[src/rtl/word_orient_sequencer.sv]
// word_orient_sequencer: assembles N-digit DNA codewords, classifies the 2-digit suffix,
// and emits the oriented payload with reverse/prefix flags and a saturating prefix-error count.
`default_nettype none

module word_orient_sequencer #(
  parameter int N  = 6,
  parameter int CW = 8
) (
  input  logic              clk,
  input  logic              rst_n,
  input  logic [1:0]        in_digit,
  input  logic              in_valid,
  output logic              in_ready,
  input  logic              in_clear,
  output logic [2*(N-2)-1:0] word_out,
  output logic              reverse_needed,
  output logic              in_prefix,
  output logic              out_valid,
  input  logic              out_ready,
  output logic [CW-1:0]     prefix_err_cnt
);

  localparam int CNTW = $clog2(N);
  localparam int PW   = 2 * (N - 2);

  localparam logic [1:0] S_COLLECT = 2'd0;
  localparam logic [1:0] S_CHECK   = 2'd1;
  localparam logic [1:0] S_EMIT    = 2'd2;

  logic [1:0]      r_state;
  logic [1:0]      w_next_state;
  logic [CNTW-1:0] r_cnt;
  logic [2*N-1:0]  r_buf;
  logic            w_take;
  logic            w_last;
  logic            w_hs;
  logic            w_rev;
  logic            w_pre;
  logic [3:0]      w_suffix;
  logic [PW-1:0]   w_payload;
  logic [PW-1:0]   w_payload_rev;

  // Digits shift in at the bottom, so the first digit ends up in the top pair (position N-1).
  assign w_payload = r_buf[2*N-1:4];
  assign w_suffix  = r_buf[3:0];
  assign w_take    = (r_state == S_COLLECT) && in_valid && !in_clear;
  assign w_last    = w_take && (r_cnt == CNTW'(N - 1));
  assign w_hs      = (r_state == S_EMIT) && out_ready;

  generate
    for (genvar gi = 0; gi < N - 2; gi++) begin : g_rev
      assign w_payload_rev[2*gi+1:2*gi] = w_payload[PW-1-2*gi -: 2];
    end
  endgenerate

  always_comb begin
    w_rev = 1'b1;
    w_pre = 1'b1;
    if (w_suffix == 4'b0100) begin
      w_rev = 1'b0;
      w_pre = 1'b0;
    end else if ((w_suffix[3:2] == 2'b01) || (w_suffix[3:2] == 2'b00)) begin
      w_rev = 1'b0;
      w_pre = 1'b1;
    end else if (w_suffix == 4'b1011) begin
      w_rev = 1'b1;
      w_pre = 1'b0;
    end
  end

  // State register
  always_ff @(posedge clk or negedge rst_n) begin
    if (!rst_n) begin
      r_state <= S_COLLECT;
    end else begin
      r_state <= w_next_state;
    end
  end

  // Next-state logic
  always_comb begin
    w_next_state = r_state;
    case (r_state)
      S_COLLECT: if (w_last) w_next_state = S_CHECK;
      S_CHECK:   w_next_state = S_EMIT;
      S_EMIT:    if (out_ready) w_next_state = S_COLLECT;
      default:   w_next_state = S_COLLECT;
    endcase
  end

  // Output decode
  always_comb begin
    in_ready  = 1'b0;
    out_valid = 1'b0;
    case (r_state)
      S_COLLECT: in_ready  = 1'b1;
      S_EMIT:    out_valid = 1'b1;
      default: begin
        in_ready  = 1'b0;
        out_valid = 1'b0;
      end
    endcase
  end

  always_ff @(posedge clk or negedge rst_n) begin
    if (!rst_n) begin
      r_cnt          <= '0;
      r_buf          <= '0;
      word_out       <= '0;
      reverse_needed <= 1'b0;
      in_prefix      <= 1'b0;
      prefix_err_cnt <= '0;
    end else begin
      if (r_state == S_COLLECT) begin
        if (in_clear) begin
          r_cnt <= '0;
        end else if (w_take) begin
          r_buf <= {r_buf[2*N-3:0], in_digit};
          r_cnt <= w_last ? '0 : r_cnt + 1'b1;
        end
      end
      if (r_state == S_CHECK) begin
        word_out       <= w_rev ? w_payload_rev : w_payload;
        reverse_needed <= w_rev;
        in_prefix      <= w_pre;
      end
      if (w_hs && in_prefix && (prefix_err_cnt != {CW{1'b1}})) begin
        prefix_err_cnt <= prefix_err_cnt + 1'b1;
      end
    end
  end

endmodule

`default_nettype wire

[config.mk]
export PLATFORM = sky130hd
export DESIGN_NAME = word_orient_sequencer
export DESIGN_NICKNAME = d
export VERILOG_FILES = /design/src/rtl/word_orient_sequencer.sv
export SDC_FILE = /design/constraint.sdc
export NUM_CORES = 1
export LEC_CHECK = 0
export ABC_AREA = 1
export ABC_CLOCK_PERIOD_IN_PS = 1300
export CAP_MARGIN = 10
export CORE_ASPECT_RATIO = 0.9
export CORE_MARGIN = 5
export CORE_UTILIZATION = 45
export DETAILED_ROUTE_END_ITERATION = 6
export GPL_TIMING_DRIVEN = 0
export PLACE_DENSITY = 0.72
export SETUP_SLACK_MARGIN = 0.5
export SLEW_MARGIN = 25
export SYNTH_ARGS = -nofsm -noshare
export SYNTH_HDL_FRONTEND = slang
export SYNTH_SLANG_ARGS = --single-unit
[constraint.sdc]
create_clock -name clk -period 1.3 [get_ports clk]
set_input_delay 0.39 -clock clk [delete_from_list [all_inputs] [get_ports clk]]
set_output_delay 0.39 -clock clk [all_outputs]
set_load 0.05 [all_outputs]
==> run metrics <==
arrival time worst endpoint=1.08 ns; Die Width=between 70 and 80 µm; initial antenna violation count=0; first-pass GRT wire length=slightly below 7 mm; Mapped Nets=approximately 210; remaining antenna violation count=0; Die Area=roughly 5200 µm²; Max transition margin=between 70% and 80%; Nets=278; vias in the first global route=about 1,500; Leak Pwr=between 1 and 1.5 nW; area grow syn2layout=63.0%; area share of the largest cell type after synthesis=roughly half; placed cell areas=between 2000 and 2500 µm²; Rows=21; Max Slew Vio Count=0; design area=roughly 2900 µm²; worst setup path class=flop to output pin; fin worst setup slack=-0.169 ns; Primary FF master, synth=dfrtp_1; clock slew at reported path FFs=about 0.07 ns; Ant. Diodes=0; largest net degree at the start of global routing=20; Setup violations, final=22; gr usage total=17.1%; startpoint types=flop; first-pass iteration count of the detailed router=4; Syn Std Cell Area=between 1500 and 2000 µm²; synthesized flop and latch total=35; fraction of layout cells with a size suffix above 1=a little over half; Clock Path Buffers=2; clock root cell=clkbuf_8; I/O pin total=27; Place WS=-0.686 ns; RSZ-0062 raised after global routing=yes; worst skew pair latency=roughly 0.29 ns; drt drc=0; Synth async-reset ratio=100%; DRT iter0 DRCs=around 120; Vias/cell=5.33; list of most frequent post-synthesis cells=nand2_1, dfrtp_1, inv_1, nor2_1; CP max-delay cell=dfrtp_2; hpwl dp=between 2 and 2.5 mm; Synth cell types=24; WP data required=0.91 ns; maxcap violations=0; worst slew pin tran=between 0.4 and 0.5 ns; ranking of synthesized cells by area=dfrtp_1, nand2_1, inv_1; failing checks=setup timing; maximum clock rate=681 MHz; minimum clock period=roughly 1.5 ns; worst r2r path cells=9; H-tree Lvls=2; Tcrit/Tclk final=113%; post-synth top area cell=dfrtp_1; clock skew=roughly 0.0067 ns; Placer Congestion=between 0.8 and 0.9; HP Class=input pin to async pin; Overflow after GRT=0; Core ar.=around 3700 µm²; peak supply drop=about 0.00071 V; yosys synthesis warning count=0; final hold violation count=0; total CTS buffers=5; Gate Count Post-Synth=between 200 and 250; status=finished, violations left; TritonCTS clock tree=done; Post-Route WL=about 5 mm; clock tree sinks=35; Buffers on Ports=26; Syn Area/Cell=~8.6 µm²; WL/cell=between 15 and 20 µm; Worst setup EP type=output pin; register area share after synthesis=between 50% and 60%; Starting Density=46.9%; EDFF count, synth=0; most common cell in the netlist=nand2_1; PD cells=between 1000 and 1500 nW/µm²; max incr delay on CP=0.46 ns; CP Cell Sequence=nand2_4 -> clkinvlp_4 -> buf_8; via count=between 1,500 and 2,000; Vert. Die Dim=slightly below 70 µm; crit-path max FO=3
## worst max-delay path, delay by kind of cell (launching register included)
kind                   cells  cell delay, ns
buffers and inverters      2            0.23
DFF                        1            0.46
and+or+nand+nor            1            0.10
## what timing repair did
item | 4_1_cts | 5_1_grt
pin swaps | 11 | 18
resized for setup | 176 | 54
setup buffers | 21 | 7
setup endpoints to repair | 55 | 55
hold buffers | 0 | 0
gates cloned | 0 | 3
## metrics by stage
| step | cells | hold WS (ns) | TNS [ns] | total power, mW | utilization, % |
|---|---|---|---|---|---|
| 4_1_cts | 305 | 0.0397 | -0.323 | 3.13 | 68.3 |
| 3_5_place_dp | 276 | 0.353 | -12.66 | 2.14 | 57.4 |
| 6_report | 315 | 0.0350 | -0.944 | 3.26 | 76.5 |
| 3_3_place_gp | 275 | 0.478 | -45.88 | 2.11 | 56.8 |
| 5_1_grt | 315 | 0.0587 | -2.03 | 3.41 | 76.5 |
| 2_1_floorplan | 203 | 0.0944 | -0.815 | 1.87 | - |
## cell families (layout without fill, tap and decap cells)
kind of cell | count (synthesis) | after routing | synth area share [%]
AO/OA/AOI/OAI | 28 | 28 | 9.94
XOR/XNOR | 4 | 4 | 2.00
adder cells (fa/ha/maj) | 3 | 3 | 2.14
buffers and inverters | 26 | 92 | 7.00
flip-flops | 35 | 35 | 50.0
AND/OR/NAND/NOR | 107 | 107 | 28.9
## per-layer routing
layer | global-route usage, % | share of wire, %
met5 | 0 | 0
met4 | 8.54 | 2.8
met3 | 3.62 | 6.2
met2 | 25.5 | 49
met1 | 23.2 | 42
## area by class of cell
| class | instances | area (µm²) |
|---|---|---|
| Buffer | 5 | 61.3 |
| Fill cell | 218 | 877 |
| Sequential cell | 35 | 898 |
| Inverter | 21 | 90.1 |
| Multi-Input combinational cell | 142 | 966 |
| Clock buffer | 8 | 100 |
| Timing Repair Buffer | 58 | 681 |
| Tap cell | 46 | 57.6 |
## registers in the layout, indices dropped and copies added, names as in the netlist
| signal | cells |
|---|---|
| word_out | 8 |
| r_buf | 12 |
| r_state | 2 |
| r_cnt | 3 |
| reverse_needed | 1 |
| prefix_err_cnt | 8 |
| in_prefix | 1 |
## power by group
group | internal, mW | total, mW | leakage, nW | switching, mW
combinational | 0.404 | 0.960 | 0.888 | 0.556
sequential | 1.25 | 1.42 | 0.434 | 0.173
clock | 0.484 | 0.880 | 0.0515 | 0.396
## worst paths after layout
path                                  start                end  slack (ns)
worst max register to register   r_state[0]  prefix_err_cnt[4]       -0.11
max in group asynchronous             rst_n  prefix_err_cnt[6]        0.81
worst min-delay path                  rst_n           r_buf[0]        0.04
min in group clk                  out_ready         r_state[1]        0.37
worst min register to register  word_out[2]        word_out[2]        0.52
worst max-delay path             r_state[1]          out_valid       -0.17
## cell usage in the layout, fill, tap and decap left out, drive strengths merged
| master | netlist | routed |
|---|---|---|
| xor2 | 2 | 2 |
| nand2 | 65 | 65 |
| nand4 | 6 | 6 |
| dfrtp | 35 | 35 |
| ha | 3 | 3 |
| clkinvlp | 0 | 1 |
| nand3 | 12 | 12 |
| xnor2 | 2 | 2 |
| nor2 | 24 | 24 |
| clkbuf | 1 | 11 |
| a21oi | 3 | 3 |
| dlymetal6s2s | 0 | 2 |
| clkdlybuf4s50 | 0 | 2 |
| buf | 4 | 55 |
| inv | 20 | 20 |
| o21ai | 25 | 25 |
| dlygate4sd2 | 0 | 1 |
Power figures use the tool's default switching activity.
